**src/rtl/mem_pkg.sv**
```systemverilog
// -----------------------------------------------------------------------------
// mem_pkg
// Shared definitions for the RAM arbiter slice.
//   - size codes used on the request ports and on ram_switch
//   - default data-RAM capacity in bytes
//   - arbiter FSM state encoding and port identifiers
//   - size_bytes(): number of bytes an access of a given size code touches
// -----------------------------------------------------------------------------
package mem_pkg;

    localparam int RAM_BYTES_DEF = 560;

    localparam logic [2:0] SIZE_BYTE = 3'b100;
    localparam logic [2:0] SIZE_HALF = 3'b010;
    localparam logic [2:0] SIZE_WORD = 3'b001;

    typedef enum logic [1:0] {
        ST_IDLE  = 2'b00,
        ST_SERVE = 2'b01,
        ST_RESP  = 2'b10
    } state_t;

    typedef enum logic {
        PORT_I = 1'b0,
        PORT_D = 1'b1
    } port_t;

    // Bytes covered by an access; 0 for an invalid size code.
    function automatic logic [2:0] size_bytes(input logic [2:0] size);
        case (size)
            SIZE_BYTE: return 3'd1;
            SIZE_HALF: return 3'd2;
            SIZE_WORD: return 3'd4;
            default:   return 3'd0;
        endcase
    endfunction

endpackage

```
**src/rtl/mem_access_check.sv**
```systemverilog
// -----------------------------------------------------------------------------
// mem_access_check
// Combinational legality check for one RAM access.
// An access is legal when its size code is valid, the address is naturally
// aligned for that size, and the last byte touched lies inside the RAM.
//
// Ports
//   addr   in  [31:0]  byte address of the access
//   size   in  [2:0]   size code (byte / half / word)
//   legal  out         1 when the access may be issued to the RAM
// -----------------------------------------------------------------------------
module mem_access_check
    import mem_pkg::*;
#(
    parameter int RAM_BYTES = RAM_BYTES_DEF
) (
    input  logic [31:0] addr,
    input  logic [2:0]  size,
    output logic        legal
);

    logic        w_aligned;
    logic [32:0] w_last;

    always_comb begin
        // NOTE: every variable gets a default first so no path leaves it
        // unassigned; otherwise synthesis would infer a latch.
        w_aligned = 1'b0;
        case (size)
            SIZE_BYTE: w_aligned = 1'b1;
            SIZE_HALF: w_aligned = ~addr[0];
            SIZE_WORD: w_aligned = (addr[1:0] == 2'b00);
            default:   w_aligned = 1'b0;
        endcase

        // 33-bit sum so an address near 2^32 cannot wrap back into range.
        w_last = {1'b0, addr} + {30'd0, size_bytes(size)} - 33'd1;
        legal  = w_aligned && (w_last < 33'(RAM_BYTES));
    end

endmodule

```
**src/rtl/ram_arbiter.sv**
```systemverilog
// -----------------------------------------------------------------------------
// ram_arbiter
// Shares one single-port data RAM between an instruction-fetch port (word
// reads only) and a data port (byte/half/word reads and writes).
// Three-state FSM: IDLE samples requests and latches the winner, SERVE drives
// the RAM for one cycle, RESP presents a one-cycle ack on the granted port.
// Fixed latency: request sampled in cycle N, ack in cycle N+2.
// Ties are resolved round-robin; after reset the data port wins the first tie.
//
// Ports
//   clk, rst_n                 clock, asynchronous active-low reset
//   i_req, i_addr              fetch request / byte address
//   i_ack, i_err, i_rdata      fetch completion pulse, error, read data
//   d_req, d_we, d_size,
//   d_addr, d_wdata            data request, write enable, size, addr, wdata
//   d_ack, d_err, d_rdata      data completion pulse, error, read data
//   ram_ena, ram_we,
//   ram_switch, ram_addr,
//   ram_data_in                RAM enable, write enable, size, addr, wdata
//   ram_data_out               combinational RAM read data
// -----------------------------------------------------------------------------
module ram_arbiter
    import mem_pkg::*;
#(
    parameter int RAM_BYTES = RAM_BYTES_DEF
) (
    input  logic        clk,
    input  logic        rst_n,

    input  logic        i_req,
    input  logic [31:0] i_addr,
    output logic        i_ack,
    output logic        i_err,
    output logic [31:0] i_rdata,

    input  logic        d_req,
    input  logic        d_we,
    input  logic [2:0]  d_size,
    input  logic [31:0] d_addr,
    input  logic [31:0] d_wdata,
    output logic        d_ack,
    output logic        d_err,
    output logic [31:0] d_rdata,

    output logic        ram_ena,
    output logic        ram_we,
    output logic [2:0]  ram_switch,
    output logic [31:0] ram_addr,
    output logic [31:0] ram_data_in,
    input  logic [31:0] ram_data_out
);

    state_t      r_state;
    // Port granted by the most recent arbitration; doubles as the
    // round-robin history, so after reset it points at the fetch port.
    port_t       r_grant;
    logic        r_legal;
    logic        r_we;

    logic        w_pick_d;
    port_t       w_win;
    logic [31:0] w_sel_addr;
    logic [2:0]  w_sel_size;
    logic        w_sel_we;
    logic [31:0] w_sel_wdata;
    logic        w_sel_legal;
    logic [31:0] w_resp_rdata;

    // Data wins when it is the only requester, or on a tie when the fetch
    // port was granted last.
    assign w_pick_d    = d_req & (~i_req | (r_grant == PORT_I));
    assign w_win       = w_pick_d ? PORT_D : PORT_I;

    // The fetch port is always a word read with no write data.
    assign w_sel_addr  = w_pick_d ? d_addr  : i_addr;
    assign w_sel_size  = w_pick_d ? d_size  : SIZE_WORD;
    assign w_sel_we    = w_pick_d & d_we;
    assign w_sel_wdata = w_pick_d ? d_wdata : 32'd0;

    // Legality is judged on the winner's payload as it is latched, so the
    // registered ram_ena is already correct in the first SERVE cycle.
    mem_access_check #(
        .RAM_BYTES (RAM_BYTES)
    ) u_check (
        .addr  (w_sel_addr),
        .size  (w_sel_size),
        .legal (w_sel_legal)
    );

    // Writes and illegal accesses return zero read data.
    assign w_resp_rdata = (r_legal && !r_we) ? ram_data_out : 32'd0;

    // NOTE: all state and registered outputs use non-blocking assignments so
    // every register samples pre-edge values regardless of statement order.
    always_ff @(posedge clk or negedge rst_n) begin
        if (!rst_n) begin
            r_state     <= ST_IDLE;
            r_grant     <= PORT_I;
            r_legal     <= 1'b0;
            r_we        <= 1'b0;
            i_ack       <= 1'b0;
            i_err       <= 1'b0;
            i_rdata     <= 32'd0;
            d_ack       <= 1'b0;
            d_err       <= 1'b0;
            d_rdata     <= 32'd0;
            ram_ena     <= 1'b0;
            ram_we      <= 1'b0;
            ram_switch  <= 3'd0;
            ram_addr    <= 32'd0;
            ram_data_in <= 32'd0;
        end else begin
            case (r_state)
                ST_IDLE: begin
                    if (i_req || d_req) begin
                        r_grant     <= w_win;
                        r_legal     <= w_sel_legal;
                        r_we        <= w_sel_we;
                        ram_addr    <= w_sel_addr;
                        ram_switch  <= w_sel_size;
                        ram_data_in <= w_sel_wdata;
                        ram_ena     <= w_sel_legal;
                        ram_we      <= w_sel_legal & w_sel_we;
                        r_state     <= ST_SERVE;
                    end
                end

                ST_SERVE: begin
                    ram_ena <= 1'b0;
                    ram_we  <= 1'b0;
                    if (r_grant == PORT_D) begin
                        d_rdata <= w_resp_rdata;
                        d_ack   <= 1'b1;
                        d_err   <= ~r_legal;
                    end else begin
                        i_rdata <= w_resp_rdata;
                        i_ack   <= 1'b1;
                        i_err   <= ~r_legal;
                    end
                    r_state <= ST_RESP;
                end

                ST_RESP: begin
                    i_ack   <= 1'b0;
                    i_err   <= 1'b0;
                    d_ack   <= 1'b0;
                    d_err   <= 1'b0;
                    r_state <= ST_IDLE;
                end

                default: begin
                    r_state <= ST_IDLE;
                end
            endcase
        end
    end

endmodule

```
**config.mk**
```make
export PLATFORM = sky130hd
export DESIGN_NAME = ram_arbiter
export DESIGN_NICKNAME = d
export VERILOG_FILES = /design/src/rtl/mem_pkg.sv /design/src/rtl/mem_access_check.sv /design/src/rtl/ram_arbiter.sv
export SDC_FILE = /design/constraint.sdc
export NUM_CORES = 1
export LEC_CHECK = 0
export BUFFER_PORTS_ARGS = -buffer_cell sky130_fd_sc_hd__buf_2
export CAP_MARGIN = 5
export CORE_MARGIN = 2
export CORE_UTILIZATION = 55
export DETAILED_ROUTE_END_ITERATION = 12
export PLACE_DENSITY = 0.95
export SYNTH_ARGS = -nofsm -noshare
export SYNTH_HDL_FRONTEND = slang
export SYNTH_SLANG_ARGS = --single-unit
```
**constraint.sdc**
```tcl
create_clock -name clk -period 12.2 [get_ports clk]
set_clock_uncertainty 0.2 [all_clocks]
set_input_delay 2.44 -clock clk [delete_from_list [all_inputs] [get_ports clk]]
set_output_delay 2.44 -clock clk [all_outputs]
set_load 0.03 [all_outputs]
```
==> impl_metrics.yaml, run 1 <==
critical_path:
  worstPathMaxFanout: 39
  cp_cell_sequence: "buf_2, a21bo_4, mux2i_1, inv_1, ha_1, a211oi_1, o21bai_1, o21a_1, o21ai_0, a31oi_2, o311a_1, a311oi_1, nor4_1, nand4_1, nand2_1"
  worst_setup_path_start_kind: "primary input"
  critPathSlowestCell: "a21bo_4"
  critPathRequiredTime_ns: 12.31
  critical_path_class: "primary input to flip-flop"
  critical-path-top-delay-family: "compound AO/OA/AOI/OAI gates"
  cpPeakStageDelay_ns: 0.67
  cp.arrival_ns: 6.24
  critPathBufInv: 2
  worst_setup_path_end_kind: "flip-flop"
logic_synthesis:
  ys_seq_area_frac: 0.452
  synth_top_family_by_area: "compound AO/OA/AOI/OAI gates"
  synth.avg_cell_area_um2: 9.01
  synth_area_um2: 7860
  synthTopCellsByCount: "nand2_1, dfrtp_1, o21ai_0"
  yosys_register_bits: 142
  muxShareOfSynthArea: 0.0471
  synth-simple-area-share: 0.162
  synth_warnings: 0
  async_flop_share: 1.00
  ys_types: 68
  synth_area_leaders: "dfrtp_1, nand2_1, o21ai_0, ha_1, mux2i_1"
  synthFlopType: "dfrtp_1"
  syn_inst: 872
  synth-edff-count: 0
  synth_compound_area_frac: 0.228
  synth_area_leader_cell: "dfrtp_1"
  synth_xor_xnor_area_share: 0.0156
  synth_most_common_cell: "nand2_1"
  syn_nets: 1040
  synth_fa_ha_area_frac: 0.0510
  synth_top_area_frac: 0.452
detailed_routing:
  post_drt_wl_per_cell_um: 17.8
  drt_wl_total_um: 23300
  wl_met2_um: 12000
  vias: 7633
  drtAntennaViolNets: 0
  wl_met3_um: 1600
  dr.pass1.iters: 5
  drc: 0
  avgViaCountPerCell: 5.81
  top_layer: "met4"
  wl_met1_um: 9160
  initialDrtViolationCount: 522
job:
  cap_viol_max_count: 0
clocking:
  numClockSinks: 142
  clock-root-buffer: "clkbuf_16"
  htree_levels: 4
  postCtsSetupRepairBufs: 0
  cts_tree: "built"
  path_clk_slew_ns: 0.06
  cts_hold_buf: 0
  cts-resized-gates: 0
  clock_path_buffers: 2
  cts_made_buffers: 17
  insertion_delay_ns: 0.42
timing:
  max_freq_mhz: 163
  hold_viol: 0
  slew_violations: 0
  setup_viol: 0
  final.setup.tns_ns: 0
  holdWs_ns: 0.274
  final.min_clock_period_ns: 6.13
  tightestPinTransition_ns: 1.05
  relSlewSlack: 0.297
  grt_setup_unrepaired: "no"
  finalCritPeriodShare: 0.502
floorplanning:
  fp.dieArea_um2: 15300
  initial_core_util: 0.564
  io_pins: 273
  core_um2: 13900
  placementRows: 43
  die_y_um: 124
  die_w_um: 124
placed_design:
  dp.cells: 1280
  gp_congestion: 0.952
  io_buffers: 272
  dpl.hpwl_um: 16900
global_routing:
  grt_overflow_total: 0
  grt_pass1_vias: 7221
  grt_max_degree: 106
  track_usage: 0.303
  grt_pass1_wl_um: 35800
  antenna_found_initial: 2
power:
  peakVddDrop_v: 0.000161
  p_leak_nw: 5.15
  p_per_area_nw_per_um2: 236
finish:
  layout-drive-gt1-share: 0.293
  areaGrowthSynthToFinish_pct: 26.7
  finalNonFillerCells: 1313
  nets: 1287
min_path:
  hp-class: "flip-flop to flip-flop"
run_status:
  status: "finished clean"
registers in the layout, indices dropped and copies added (netlist names):
signal	flops
r_we	1
d_ack	1
ram_data_in	32
r_state	2
ram_switch	3
i_ack	1
ram_addr	32
i_err	1
i_rdata	32
r_grant	1
d_rdata	32
d_err	1
ram_we	1
ram_ena	1
r_legal	1
path summary, 6_finish.rpt:
path,start,end,slack [ns],depth (start not counted)
hold reg to reg,ram_addr[19],ram_addr[19],0.27,2
min in group asynchronous,rst_n,ram_data_in[12],1.80,1
setup reg to reg,r_grant,ram_ena,7.64,14
setup / recovery,d_req,ram_ena,6.07,15
max in group asynchronous,rst_n,d_ack,8.58,2
hold / removal,ram_addr[19],ram_addr[19],0.27,2
kinds of logic (layout without fill, tap and decap cells):
| logic type | count (synthesis) | after routing |
|---|---|---|
| compound gates | 271 | 271 |
| buf+inv | 89 | 349 |
| fa+ha+maj | 32 | 32 |
| xor+xnor | 14 | 14 |
| simple gates | 287 | 287 |
| flops | 142 | 142 |
| other cells | 0 | 1 |
| mux | 37 | 37 |
layer usage:
metal | global-route usage | up-vias
li1 | - | 3584
met1 | 0.368 | 3649
met2 | 0.540 | 347
met3 | 0.0595 | 53
met4 | 0.0966 | 0
met5 | 0 | -
cells in the final DEF, fill, tap and decap left out, types with 13 or more instances in the layout:
cell,instances
a22o_1,34
a21oi_1,38
o21a_1,13
ha_1,32
o21ai_0,115
dfrtp_1,142
nand2_1,172
buf_2,271
nor2_1,34
nand3_1,19
mux2i_1,37
clkbuf_16,17
inv_1,41
per-stage QoR:
| step | instance area (um2) | setup WS (ns) | util | power, mW |
|---|---|---|---|---|
| global route | 9950 | 5.73 | 0.714 | 2.48 |
| CTS | 9950 | 6.20 | 0.714 | 2.35 |
| global placement | 9310 | 5.79 | 0.668 | 1.73 |
| detailed placement | 9310 | 5.78 | 0.668 | 1.77 |
| finish | 9950 | 6.07 | 0.714 | 2.35 |
| floorplan | 7860 | 5.97 | - | 1.45 |
worst min-delay path, stage by stage (launching register included):
cell and delay (ns):
dfrtp_1 0.34, nand2_1 0.04, o21ai_0 0.06
report_power, final:
group          internal, mW  total, mW  switching, mW
Combinational         0.336       1.08          0.744
Clock                 0.354      0.573          0.220
Sequential            0.606      0.695         0.0886
final cells by class:
type	count	area [um2]
Antenna cell	1	2.50
Clock buffer	19	443
Tap cell	180	225
Sequential cell	142	3550
Fill cell	1035	3980
Timing Repair Buffer	276	1400
Clock inverter	13	203
Multi-Input combinational cell	641	3980
Inverter	41	154
(Power assumes the default switching activity.)
==> run 2: changes to the inputs <==
- ABC_AREA: default -> 1
- CORE_UTILIZATION: 55 -> 52
- PLACE_DENSITY: 0.95 -> 0.92
- clock period: 12.2 -> 6.4 ns (I/O delays scaled with it)
==> impl_metrics.yaml, run 2 <==
min_path:
  hp-class: "flip-flop to flip-flop"
finish:
  final_area_um2: 10500
  final_common_cell: "nand2_1"
  fillers: 1319
  layout-drive-gt1-share: 0.261
  nets: 1606
  layout_common_cells: "nand2_1, buf_2, dfrtp_1, inv_1, nor2_1"
  areaGrowthSynthToFinish_pct: 25.3
clocking:
  cts_hold_buf: 0
  cts_made_buffers: 17
  cts-resized-gates: 0
  cts_tree: "built"
  clock_path_buffers: 2
  path_clk_slew_ns: 0.07
  clock-root-buffer: "clkbuf_16"
  insertion_delay_ns: 0.42
  postCtsSetupRepairBufs: 0
  htree_levels: 4
  numClockSinks: 142
power:
  p_comb_frac: 0.505
  p_seq_frac: 0.283
  total_power_mw: 4.52
  p_per_area_nw_per_um2: 431
  peakVddDrop_v: 0.000215
  p_leak_nw: 6.20
  p_sw_frac: 0.493
  p_sw_mw: 2.23
  clockPowerShare: 0.212
  p_int_mw: 2.30
global_routing:
  grt_pass1_wl_um: 40000
  grt_overflow_total: 0
  grt_max_degree: 97
  grt_pass1_vias: 8308
  track_usage: 0.299
  antenna_found_initial: 1
critical_path:
  cp.arrival_ns: 4.86
  cpMostUsedCell: "nand2_1"
  cpPeakStageDelay_ns: 0.73
  worstPathMaxFanout: 64
  critical_path_class: "primary input to flip-flop"
  worst_setup_path_end_kind: "flip-flop"
  critPathRequiredTime_ns: 6.56
  worst_setup_path_start_kind: "primary input"
  critPathSlowestCell: "inv_2"
  cp_cell_sequence: "buf_2, nand2_2, nand2_4, inv_2, or2_2, o21ai_0, inv_1, ha_1, a21oi_1, o21ai_0, a21oi_1, o21ai_2, nand2_2, nand2_2, nand2_1, nand2_1, nor2_1, nand2_1, nor2_1, nand2_1, nor2_2, nand3_2, nand2_1"
detailed_routing:
  post_drt_wl_per_cell_um: 15.9
  drt_wl_total_um: 26600
  avgViaCountPerCell: 5.30
  vias: 8844
  dr.pass1.iters: 7
  initialDrtViolationCount: 744
  drc: 0
  drtAntennaViolNets: 0
timing:
  relSlewSlack: 0.247
  hold_viol: 0
  slew_violations: 0
  max_freq_mhz: 213
  setup_viol: 0
  grt_setup_unrepaired: "no"
  final.min_clock_period_ns: 4.70
  final.setup.tns_ns: 0
  tightestPinTransition_ns: 1.12
  finalCritPeriodShare: 0.734
  layout_setup_ws_ns: 1.70
logic_synthesis:
  yosys_register_bits: 142
  synth_top_area_frac: 0.424
  synthFlopType: "dfrtp_1"
  synth-edff-count: 0
  synth_area_leader_cell: "dfrtp_1"
  synth_area_um2: 8380
  ys_seq_area_frac: 0.424
  synth.avg_cell_area_um2: 7.12
  synth_area_leaders: "dfrtp_1, nand2_1, inv_1, o21ai_0, ha_1"
  synthTopCellsByCount: "nand2_1, dfrtp_1, inv_1"
  syn_inst: 1178
  async_flop_share: 1.00
  synth_most_common_cell: "nand2_1"
  ys_types: 45
  synth_warnings: 0
  syn_nets: 1346
job:
  cap_viol_max_count: 0
placed_design:
  io_buffers: 272
  place_ws_ns: 1.32
  dpl.hpwl_um: 19700
  gp_congestion: 1.00
  post_dp_cell_area_um2: 9930
floorplanning:
  io_pins: 273
  initial_core_util: 0.530
  die_y_um: 131
  placementRows: 46
  die_w_um: 131
  fp.dieArea_um2: 17200
  core_um2: 15800
run_status:
  status: "finished clean"
==> run 2: cell types whose count changed in the layout (fill, tap and decap cells not counted), moves of 13 or more <==
cell and change:
a22o_1 -34, inv_1 +95, mux2i_1 -36, nand2_1 +247
nand2_2 +13, nand3_1 +46, nor2_1 +65, o21ai_0 -32
or2_2 +27
==> run 2: stage by stage <==
stage / cells / hold slack (ns) / utilization
5_1_grt: 1668 / 0.293 / 0.664
3_3_place_gp: 1635 / 0.249 / 0.628
3_5_place_dp: 1635 / 0.254 / 0.628
4_1_cts: 1667 / 0.269 / 0.664
6_report: 1668 / 0.265 / 0.664
2_1_floorplan: 1178 / 0.248 / -
==> run 2: power groups by stage <==
stage,combinational (mW),sequential [mW],clock [mW]
2_1_floorplan,1.12,1.74,0
3_3_place_gp,2.22,1.28,0
6_report,2.28,1.28,0.960
4_1_cts,2.26,1.28,0.969
3_5_place_dp,2.25,1.29,0
5_1_grt,2.48,1.30,1.01
==> run 2: cell type report <==
cell class              instances  area, um2  area share
diodes                          1       2.50    0.000238
clock inverters                15        144      0.0137
repair buffers                279       1420       0.135
multi-input cells             858       4160       0.396
flip-flops and latches        142       3550       0.338
well taps                     216        270      0.0257
clock buffers                  17        425      0.0405
inverters                     140        526      0.0500
==> run 2: routing by layer <==
metal,global-route usage,up-vias,wire [um]
met1,0.351,4109,10300
met2,0.522,424,13400
met3,0.0546,80,1980
li1,-,4231,-
met4,0.156,0,951
met5,0,-,0
==> run 2: logic make-up (layout without fill, tap and decap cells) <==
kind of cell | count (synthesis) | after routing | share of synthesized area
compound gates | 146 | 146 | 0.0949
xor+xnor | 9 | 9 | 0.0103
fa+ha+maj | 32 | 32 | 0.0478
buf+inv | 178 | 451 | 0.0818
flops | 142 | 142 | 0.424
mux | 1 | 1 | 0.00119
other cells | 0 | 1 | 0
simple gates | 670 | 670 | 0.340
==> run 2: worst max-delay path, delay by kind of cell <==
| kind | cells | cell delay, ns |
|---|---|---|
| simple gates | 14 | 1.28 |
| buf+inv | 3 | 0.95 |
| compound gates | 5 | 1.06 |
| fa+ha+maj | 1 | 0.28 |
==> run 2: worst paths after layout <==
path                             start      endpoint  slack (ns)  depth (start not counted)
min                        d_rdata[12]   d_rdata[12]        0.27                          2
max reg2reg                    r_grant       r_legal        2.21                         22
min in group asynchronous        rst_n    d_rdata[6]        0.69                          1
max                              i_req       r_legal        1.70                         23
min reg2reg                d_rdata[12]   d_rdata[12]        0.27                          2
max in group asynchronous        rst_n  ram_addr[25]        4.06                          2
==> run 3: changes to the inputs <==
- CORE_UTILIZATION: 52 -> 47
- PLACE_DENSITY: 0.92 -> 0.88
- clock period: 6.4 -> 4.2 ns (I/O delays scaled with it)
==> impl_metrics.yaml, run 3 (same netlist as run 2, synthesis figures left out) <==
job:
  cap_viol_max_count: 0
clocking:
  path_clk_slew_ns: 0.06
  cts_made_buffers: 17
  postCtsSetupRepairBufs: 0
  cts_hold_buf: 0
  clock-root-buffer: "clkbuf_16"
  insertion_delay_ns: 0.41
  cts_tree: "built"
  clock_path_buffers: 2
  cts-resized-gates: 0
  numClockSinks: 142
  htree_levels: 4
finish:
  layout_common_cells: "nand2_1, buf_2, dfrtp_1, inv_1, nor2_1"
  finalNonFillerCells: 1722
  finalCoreUtilization: 0.630
  areaGrowthSynthToFinish_pct: 30.4
  final_common_cell: "nand2_1"
  layout-drive-gt1-share: 0.283
  n_antenna_cell: 0
  fillers: 1507
  nets: 1652
  final_area_um2: 10900
global_routing:
  track_usage: 0.281
  grt_pass1_vias: 8563
  grt_max_degree: 101
  antenna_found_initial: 0
  grt_overflow_total: 0
  grt_pass1_wl_um: 41300
detailed_routing:
  post_drt_wl_per_cell_um: 15.6
  drtAntennaViolNets: 0
  dr.pass1.iters: 5
  drc: 0
  avgViaCountPerCell: 5.15
  vias: 8874
  initialDrtViolationCount: 625
  drt_wl_total_um: 26800
critical_path:
  r2r_cells: 23
  rr_endpoint: "r_legal"
  critPathSlowestCell: "ha_1"
  cpPeakStageDelay_ns: 0.37
  worst_setup_path_end_kind: "flip-flop"
  cp_cell_sequence: "buf_2, nand2_2, nand2_4, clkinv_1, buf_12, or2_2, o21ai_0, inv_1, ha_1, a21oi_1, o21ai_0, a21oi_1, o21ai_2, nand2_2, nand2_2, nand2_2, nand2_1, nand2_1, nand2_1, nor2_1, nand3_1, nor2_2, nand3_2, nand2_1"
  critical_path_class: "primary input to flip-flop"
  worstPathMaxFanout: 39
  worst_setup_path_start_kind: "primary input"
  critical-path-top-delay-family: "simple AND/OR/NAND/NOR gates"
  r2r_setup_slack_ns: 0.29
  critPathRequiredTime_ns: 4.35
  r2r_start: "r_grant"
  cp.arrival_ns: 4.09
  critPathBufInv: 4
power:
  p_leak_nw: 6.45
  p_sw_mw: 3.33
  p_comb_frac: 0.504
  p_int_mw: 3.82
  p_seq_frac: 0.272
  peakVddDrop_v: 0.000393
  p_per_area_nw_per_um2: 654
  clockPowerShare: 0.224
  p_sw_frac: 0.466
timing:
  hold_viol: 0
  grt_setup_unrepaired: "no"
  max_freq_mhz: 254
  final.min_clock_period_ns: 3.94
  layout_setup_ws_ns: 0.259
  setup_viol: 0
  slew_violations: 0
  relSlewSlack: 0.384
  tightestPinTransition_ns: 0.924
  finalCritPeriodShare: 0.938
floorplanning:
  initial_core_util: 0.483
  io_pins: 273
  core_um2: 17400
  die_y_um: 138
  fp.dieArea_um2: 18900
  die_w_um: 138
  placementRows: 48
placed_design:
  dp.cells: 1690
  io_buffers: 272
  post_dp_cell_area_um2: 10300
  gp_congestion: 0.968
  place_ws_ns: -0.0216
  dpl.hpwl_um: 20200
min_path:
  hp-class: "primary input to async pin"
run_status:
  status: "finished clean"
==> run 3: worst max path at each step <==
stage          slack [ns]    start      end  cells after the start
3_3_place_gp         0.05    i_req  r_legal                     24
4_1_cts              0.37    i_req  r_legal                     24
3_5_place_dp        -0.02    i_req  r_legal                     21
5_1_grt              0.03  r_grant  r_legal                     23
6_report             0.26    i_req  r_legal                     24
2_1_floorplan        0.56    i_req  ram_ena                     20
==> run 3: through the flow <==
stage,TNS (ns),hold WS [ns],total power [mW]
final,0,0.230,7.15
after global routing,0,0.277,7.62
after CTS,0,0.263,7.16
after detailed placement,-0.0506,0.253,5.54
after global placement,0,0.248,5.47
after floorplan,0,0.248,4.35
==> run 3: layout make-up <==
| cell class | count | area [um2] | area share |
|---|---|---|---|
| Sequential cell | 142 | 3550 | 0.325 |
| Clock inverter | 13 | 178 | 0.0162 |
| Multi-Input combinational cell | 858 | 4160 | 0.381 |
| Timing Repair Buffer | 325 | 1790 | 0.164 |
| Clock buffer | 19 | 443 | 0.0405 |
| Tap cell | 225 | 282 | 0.0257 |
| Inverter | 140 | 526 | 0.0481 |
==> run 3: per-layer routing <==
| metal | part of all wire | global-route usage |
|---|---|---|
| met4 | 0.022 | 0.109 |
| met1 | 0.39 | 0.322 |
| met3 | 0.066 | 0.0618 |
| met5 | 0 | 0 |
| met2 | 0.53 | 0.510 |
==> run 3: worst register-to-register path, stage by stage (launching register included) <==
cell and delay (ns):
dfrtp_1 0.45, nand2_2 0.13, nand2_4 0.09, clkinv_1 0.12, buf_12 0.19, or2_2 0.27
o21ai_0 0.16, inv_1 0.12, ha_1 0.37, a21oi_1 0.25, o21ai_0 0.17, a21oi_1 0.28
o21ai_2 0.13, nand2_2 0.08, nand2_2 0.06, nand2_2 0.09, nand2_1 0.05, nand2_1 0.06
nand2_1 0.04, nor2_1 0.13, nand3_1 0.12, nor2_2 0.13, nand3_2 0.08, nand2_1 0.06
==> run 3: power groups by stage <==
stage                     registers, mW  logic (mW)  clock network (mW)
final                              1.95        3.60                1.60
after global routing               1.99        3.93                1.69
after CTS                          1.95        3.59                1.62
after detailed placement           1.96        3.58                   0
after global placement             1.95        3.52                   0
after floorplan                    2.64        1.70                   0
